$ cat src/rtl/cpu_types_pkg.sv
// Shared CPU front-end types: PC source select, fetch sequencer states and
// the redirect record captured from EX/MEM.
package cpu_types_pkg;

  typedef enum logic [1:0] {
    PC_NEXT = 2'd0,
    PC_BR   = 2'd1,
    PC_J    = 2'd2,
    PC_JR   = 2'd3
  } pcsrc_t;

  typedef enum logic [1:0] {
    RUN    = 2'd0,
    PEND   = 2'd1,
    HALTED = 2'd2
  } fseq_state_t;

  typedef struct packed {
    pcsrc_t      src;
    logic        taken;
    logic [31:0] target;
  } redir_t;

  // A not-taken branch still selects PC_BR but falls through to +4.
  function automatic logic redir_effective(input redir_t r);
    return (r.src == PC_J) || (r.src == PC_JR) || ((r.src == PC_BR) && r.taken);
  endfunction

endpackage

$ cat src/rtl/fetch_perf_cnt.sv
// Saturating event counter for the fetch front end; holds at all-ones.
module fetch_perf_cnt #(
  parameter int W = 32
) (
  input  logic         CLK,
  input  logic         nRST,
  input  logic         inc,
  output logic [W-1:0] cnt
);

  always_ff @(posedge CLK or negedge nRST) begin
    if (!nRST)
      cnt <= '0;
    else if (inc && (cnt != '1))
      cnt <= cnt + 1'b1;
  end

endmodule

$ cat src/rtl/fetch_sequencer.sv
// PC advance / redirect sequencer with stall-time redirect hold and sticky halt.
// Optional performance counters are built when FETCH_PERF_EN is defined.
module fetch_sequencer
  import cpu_types_pkg::*;
#(
  parameter int CNT_W     = 32,
  parameter bit HALT_IREN = 1'b0
) (
  input  logic        CLK,
  input  logic        nRST,
  input  logic        ihit,
  input  logic        stall,
  input  logic        redir_valid,
  input  logic [1:0]  redir_src,
  input  logic        redir_taken,
  input  logic [31:0] redir_target,
  input  logic        halt,
  output logic        pcEN,
  output logic [1:0]  pc_src,
  output logic        branchmux,
  output logic [31:0] pc_target,
  output logic        iREN,
  output logic        flush_ifid,
  output logic        halted
`ifdef FETCH_PERF_EN
  ,
  output logic [CNT_W-1:0] stall_cnt,
  output logic [CNT_W-1:0] redir_cnt
`endif
);

  fseq_state_t state, state_n;
  redir_t      pend, pend_n, redir_in, cur;
  pcsrc_t      src_o;
  logic        adv;

  assign redir_in = '{src: pcsrc_t'(redir_src), taken: redir_taken, target: redir_target};
  assign pc_src   = src_o;

  // NOTE: the pend registers are reset as well, so a held redirect never outlives nRST.
  always_ff @(posedge CLK or negedge nRST) begin
    if (!nRST) begin
      state <= RUN;
      pend  <= '0;
    end else begin
      // NOTE: non-blocking so every register samples its pre-edge value.
      state <= state_n;
      pend  <= pend_n;
    end
  end

  always_comb begin
    // NOTE: every output gets a default first so no path can infer a latch.
    adv        = ihit & ~stall & (state != HALTED);
    state_n    = state;
    pend_n     = pend;
    cur        = (state == PEND) ? pend : redir_in;
    src_o      = PC_NEXT;
    branchmux  = 1'b0;
    pc_target  = '0;
    pcEN       = 1'b0;
    iREN       = 1'b1;
    flush_ifid = 1'b0;
    halted     = 1'b0;

    // Outputs sit at their reset values while nRST is held low.
    if (nRST) begin
      if (state == HALTED) begin
        iREN   = HALT_IREN;
        halted = 1'b1;
      end else if (halt) begin
        state_n = HALTED;
        pend_n  = '0;
      end else begin
        pcEN = adv;
        // The older pending redirect owns the outputs; new ones are duplicates.
        if ((state == PEND) || (redir_valid && adv)) begin
          src_o      = cur.src;
          branchmux  = cur.taken & (cur.src == PC_BR);
          pc_target  = cur.target;
          flush_ifid = adv & redir_effective(cur);
        end
        if ((state == RUN) && redir_valid && !adv) begin
          pend_n  = redir_in;
          state_n = PEND;
        end
        if ((state == PEND) && adv) begin
          pend_n  = '0;
          state_n = RUN;
        end
      end
    end
  end

`ifdef FETCH_PERF_EN
  fetch_perf_cnt #(.W(CNT_W)) u_stall_cnt (
    .CLK  (CLK),
    .nRST (nRST),
    .inc  ((state != HALTED) & ~adv),
    .cnt  (stall_cnt)
  );

  // flush_ifid is high exactly when an effective redirect is applied.
  fetch_perf_cnt #(.W(CNT_W)) u_redir_cnt (
    .CLK  (CLK),
    .nRST (nRST),
    .inc  (flush_ifid),
    .cnt  (redir_cnt)
  );
`else
  // Counters are not built in this configuration.
`endif

endmodule

$ cat config.mk
export PLATFORM = sky130hd
export DESIGN_NAME = fetch_sequencer
export DESIGN_NICKNAME = d
export VERILOG_FILES = /design/src/rtl/cpu_types_pkg.sv /design/src/rtl/fetch_perf_cnt.sv /design/src/rtl/fetch_sequencer.sv
export SDC_FILE = /design/constraint.sdc
export NUM_CORES = 1
export LEC_CHECK = 0
export BUFFER_PORTS_ARGS = -buffer_cell sky130_fd_sc_hd__buf_2
export CAP_MARGIN = 15
export CORE_MARGIN = 1.5
export CORE_UTILIZATION = 40
export CTS_CLUSTER_DIAMETER = 120
export CTS_CLUSTER_SIZE = 8
export DETAILED_ROUTE_END_ITERATION = 12
export PLACE_DENSITY = 0.7
export SYNTH_ARGS = -nofsm -noshare
export SYNTH_HDL_FRONTEND = slang
export SYNTH_SLANG_ARGS = --single-unit
$ cat constraint.sdc
create_clock -name CLK -period 1.3 [get_ports CLK]
set_input_delay 0.065 -clock CLK [delete_from_list [all_inputs] [get_ports CLK]]
set_output_delay 0.065 -clock CLK [all_outputs]
set_load 0.01 [all_outputs]
* Yosys cells after proc, flatten, opt, wreduce, memory -nomap -nowiden
Index checks and enable logic that the tools add are counted.
** Operators by class
- Reductions and logical operators :: 12
- Muxes and demuxes :: 30
- Equality and inequality tests :: 6
- Bitwise logic cells :: 6
** Operators with widths (number)
- 35-bit 2-to-1 mux :: 4
- 32-bit 2-to-1 mux :: 4
- 1-bit 2-to-1 mux :: 15
- 2-bit 2-to-1 mux :: 7
- 2-bit equality test, second input constant :: 3
- 1-bit logical AND :: 5
- 1-bit AND :: 4
- 2-bit by 1-bit equality test with 1-bit output, second input constant :: 2
- 1-bit logical OR :: 3
- 3-bit AND reduction :: 1
- 3-bit nonzero test :: 1
- 2-bit logical NOT :: 1
- 2-bit inequality test, second input constant :: 1
- 1-bit inverter :: 2
- 1-bit logical NOT :: 1
** Storage, ports and cells
- Register bits :: 37
- Output and inout port bits :: 39
- Input port bits :: 41
- Logic and storage cells :: 58

* Depth between registers and ports, before layout
- Word-level depth :: 10
- Mapped depth :: 6
- Mapped depth without buffers :: 4

* Worst setup path after synthesis
OpenSTA, ideal clock, no wires.
- Kind :: reg2out
- Start :: register state[1]
- End :: output flush_ifid
- Arrival :: 1.377 ns
- Stages on the path, launching flop included :: 6
- Required time :: 1.235 ns
- Setup slack :: -0.142 ns
- Path buffers :: 2
- Cells stage by stage :: dfrtp_1 nand2b_1 buf_6 a21o_1 buf_2 a2111oi_2
** On the way
- Longest elaborated chain between the ends :: 10
- Elaborated cells between the ends (all ways) :: 18
- Those cells by class :: 6 x eq/ne; 5 x mux; 2 x bitwise; 5 x reduce/logical
** RTL lines
- start, declared :: line fetch_sequencer.sv:32 : fseq_state_t state, state_n;
- start signal, assigned :: line fetch_sequencer.sv:47 : state <= state_n;
- 2-bit by 1-bit equality test with 1-bit output :: line fetch_sequencer.sv:57, fetch_sequencer.sv:77
- 35-bit 2-to-1 mux :: line fetch_sequencer.sv:57 : cur = (state == PEND) ? pend : redir_in;
- 2-bit equality test / 2-bit by 1-bit equality test with 1-bit output (equally long branches) :: line cpu_types_pkg.sv:26 : return (r.src == PC_J) || (r.src == PC_JR) || ((r.src == PC_BR) && r.taken);
- 1-bit logical OR / 1-bit logical AND (equally long branches) :: line cpu_types_pkg.sv:26
- 1-bit logical OR :: line cpu_types_pkg.sv:26
- 1-bit AND :: line fetch_sequencer.sv:81 : flush_ifid = adv & redir_effective(cur);
- 1-bit 2-to-1 mux :: line fetch_sequencer.sv:77 : if ((state == PEND) || (redir_valid && adv)) begin
- 1-bit 2-to-1 mux :: line fetch_sequencer.sv:71 : end else if (halt) begin
- 1-bit 2-to-1 mux (*) :: line fetch_sequencer.sv:68 : if (state == HALTED) begin
- 1-bit 2-to-1 mux (*) :: line fetch_sequencer.sv:67 : if (nRST) begin
- end, declared :: line fetch_sequencer.sv:23 : output logic flush_ifid,
Every way passes the cells marked *; elsewhere a longest branch is shown, timed or not.

* Worst setup path in the final report
- Start :: register state[1]
- End :: output pc_src[1]
** On the way
- Longest elaborated chain between the ends :: 8
- Elaborated cells between the ends (all ways) :: 11
- Those cells by class :: 3 x eq/ne; 5 x mux; 1 x bitwise; 2 x reduce/logical
** RTL lines
- 2-bit inequality test :: line fetch_sequencer.sv:54 : adv = ihit & ~stall & (state != HALTED);
- 1-bit AND :: line fetch_sequencer.sv:54
- 1-bit logical AND :: line fetch_sequencer.sv:77
- 1-bit logical OR :: line fetch_sequencer.sv:77
- 2-bit 2-to-1 mux :: line fetch_sequencer.sv:77
- 2-bit 2-to-1 mux :: line fetch_sequencer.sv:71
- 2-bit 2-to-1 mux (*) :: line fetch_sequencer.sv:68
- 2-bit 2-to-1 mux (*) :: line fetch_sequencer.sv:67
- end, declared :: line fetch_sequencer.sv:19 : output logic [1:0] pc_src,
Marked as above.

==> metrics.cfg <==
[global_routing]
grt_pass1_vias=1924
grt_pass1_wl_mm=9.36
grt_max_degree=25
antenna_found_initial=0
gr-total-overflow=0
grt_usage=0.224

[setup_path]
cp_max_fo=9
start_kind=flip-flop
required_ps=1240
crit_type=flip-flop to primary output
end_kind=primary output
crit_start=state[1]
arrival_ps=1720
reg2reg_from=state[1]

[yosys]
yosysMostFrequentCell=nand2_1
synth_flop_cell=dfrtp_1
yosys_warnings=0
synth_area_sq_um=2050
synth_edf_count=0
synth_fp_nets=265
netlist_instances=224
synth.ff_latch_count=37
synth_common_cells=nand2_1 (69), dfrtp_1 (37), a21oi_1 (36), a22o_1 (35)
synth_seq_area_share=0.452
ys_top_cells_by_area=dfrtp_1 (45%), a22o_1 (15%), nand2_1 (13%), a21oi_1 (8.8%), buf_6 (2.7%)
yosys.area.top_type=dfrtp_1
synthArstFlopShare=1.00
netlist.area_leader.share=0.452
yosysUniqueCellTypes=30
avgSynthCellArea_sq_um=9.15

[hold_path]
min_path_type=input pin to flip-flop
worstHoldStart=redir_target[15]

[drt]
vias=2117
drc=0
routed_via_density=5.35
first_pass_iters=4
routed_wl_mm=6.09
ant_nets=0
drtIter0Drc=179
wl_per_cell_microns=15.4

[cts]
cts.sinks=37
worstSkewPairLatency_ps=290
htreeDepth=2
clk_path_buf_depth=2
cts-root-buf=clkbuf_8
path_clk_slew_ps=80
cts_tree=built
cts_inserted_buffers=5

[outcome]
outcome=finished with violations
violations=negative setup slack

[sta]
finalCriticalPeriod_ps=1790
final.period_utilization=1.37
fmax_mhz=560
skew_ps=3.16
report.final.hold_viol_count=0
drv_slew=0
setup_viol_count_final=73
rsz0062_at_grt=true
timing.slew.headroom=0.747
layout_setup_ws_ps=-487
worstMarginPinSlew_ps=377

[power]
vdd_ir_drop_max_mv=0.388
power.total_mw=2.35
power_density_nw_per_um2=679
p_leak_nw=1.61

[final_layout]
nets=369
fin_util=0.718
syn_to_final_growth_pct=68.7
drive_above_1_share=0.520
diodes=0
fill_cells=361

[die]
die_x_microns=74.6
core_area_sq_um=4820
die-height_microns=74.6
ios=80
die_area_sq_um=5560
placement_rows=25
start_util=0.425

[place]
dp_hpwl_mm=3.98
place.port_buffers=79
place.gp.congestion=0.870

[run]
drv_cap=0

[final timing paths]
check / to / slack, ps / cells past startpoint
setup reg to reg: pend[34] / -250 / 6
hold / removal: pend[15] / 10 / 2
setup / recovery: pc_src[1] / -490 / 7
min in group asynchronous: state[1] / 300 / 2
max in group asynchronous: pend[5] / 430 / 3
hold reg to reg: pend[28] / 500 / 1
[layout make-up]
cell class,instances,area (sq um),area share
multi-input combinational,163,1360,0.392
timing repair buffer,117,978,0.283
sequential,37,927,0.268
tap,67,83.8,0.0242
clock buffer,6,82.6,0.0239
inverter,4,15.0,0.00434
clock inverter,2,13.8,0.00398
[report_power, final]
part | switching [mW] | internal, mW
logic | 0.190 | 0.144
registers | 0.00810 | 1.16
clock network | 0.420 | 0.430
[what timing repair did]
action                                  in CTS  in global routing
resized for setup                           17                 30
cloned                                       1                  1
pin swaps                                    4                  4
hold buffers                                 2                  0
setup buffers                               13                  1
hold endpoints to repair                    38                  0
endpoints found under the setup margin      74                 74
[metal layers]
layer | share of wire | track usage | vias to the layer above
li1 | - | - | 995
met1 | 0.45 | 0.313 | 1030
met2 | 0.48 | 0.350 | 86
met3 | 0.058 | 0.0528 | 6
met4 | 0.0085 | 0.0626 | 0
met5 | 0 | 0 | -
[registers in the layout, summed over array words and instances, names as in the netlist]
register  flops
pend         35
state         2
[per-stage QoR]
| stage | cell area (sq um) | hold WS [ps] | instances | TNS (ps) | setup WS [ps] |
|---|---|---|---|---|---|
| after global placement | 2970 | -81.3 | 373 | -10900 | -193 |
| after global routing | 3460 | 10.5 | 396 | -30660 | -600 |
| after floorplan | 2460 | -231 | 224 | -6330 | -121 |
| after detailed placement | 2970 | -81.1 | 373 | -13050 | -226 |
| after CTS | 3250 | 8.11 | 394 | -25560 | -471 |
| final | 3460 | 14.2 | 396 | -24910 | -487 |
[cell usage in the layout, fill, tap and decap left out]
cell           count
and2b_4            1
dfrtp_1           36
mux2i_1            1
buf_8              2
inv_1              3
nand2_2            2
a21o_4             1
o22ai_1            1
o21ai_4            1
nor3_4             1
a211oi_1           1
a21oi_1            4
buf_6             26
dlygate4sd3_1      2
clkinv_2           1
nand2b_4           2
nand2_1           67
buf_12             7
a21oi_2            2
clkbuf_16          1
o221ai_4           1
inv_2              1
a211oi_2           1
a21boi_2           1
clkbuf_8           6
nand3_1            1
nor2b_4            1
nand2b_1           1
clkinv_4           1
a2111oi_4          1
nor2_1             2
and3_4             1
nand3b_1           2
a22o_1            35
dfrtp_2            1
buf_16             1
o211ai_1           2
buf_4             21
a21oi_4           30
buf_2             57
[critical path: stages, from the launching register on]
cell and delay (ps):
dfrtp_1 430, buf_6 150, nor2b_4 200, buf_12 170, buf_8 130, nand2_1 70, a21oi_2 140, buf_2 150
[kinds of logic after synthesis]
logic type,synth area share
AOI/OAI and AO/OA,0.288
buffers and inverters,0.0910
DFF,0.452
muxes,0.00488
and+or+nand+nor,0.165
(Power assumes the default switching activity.)
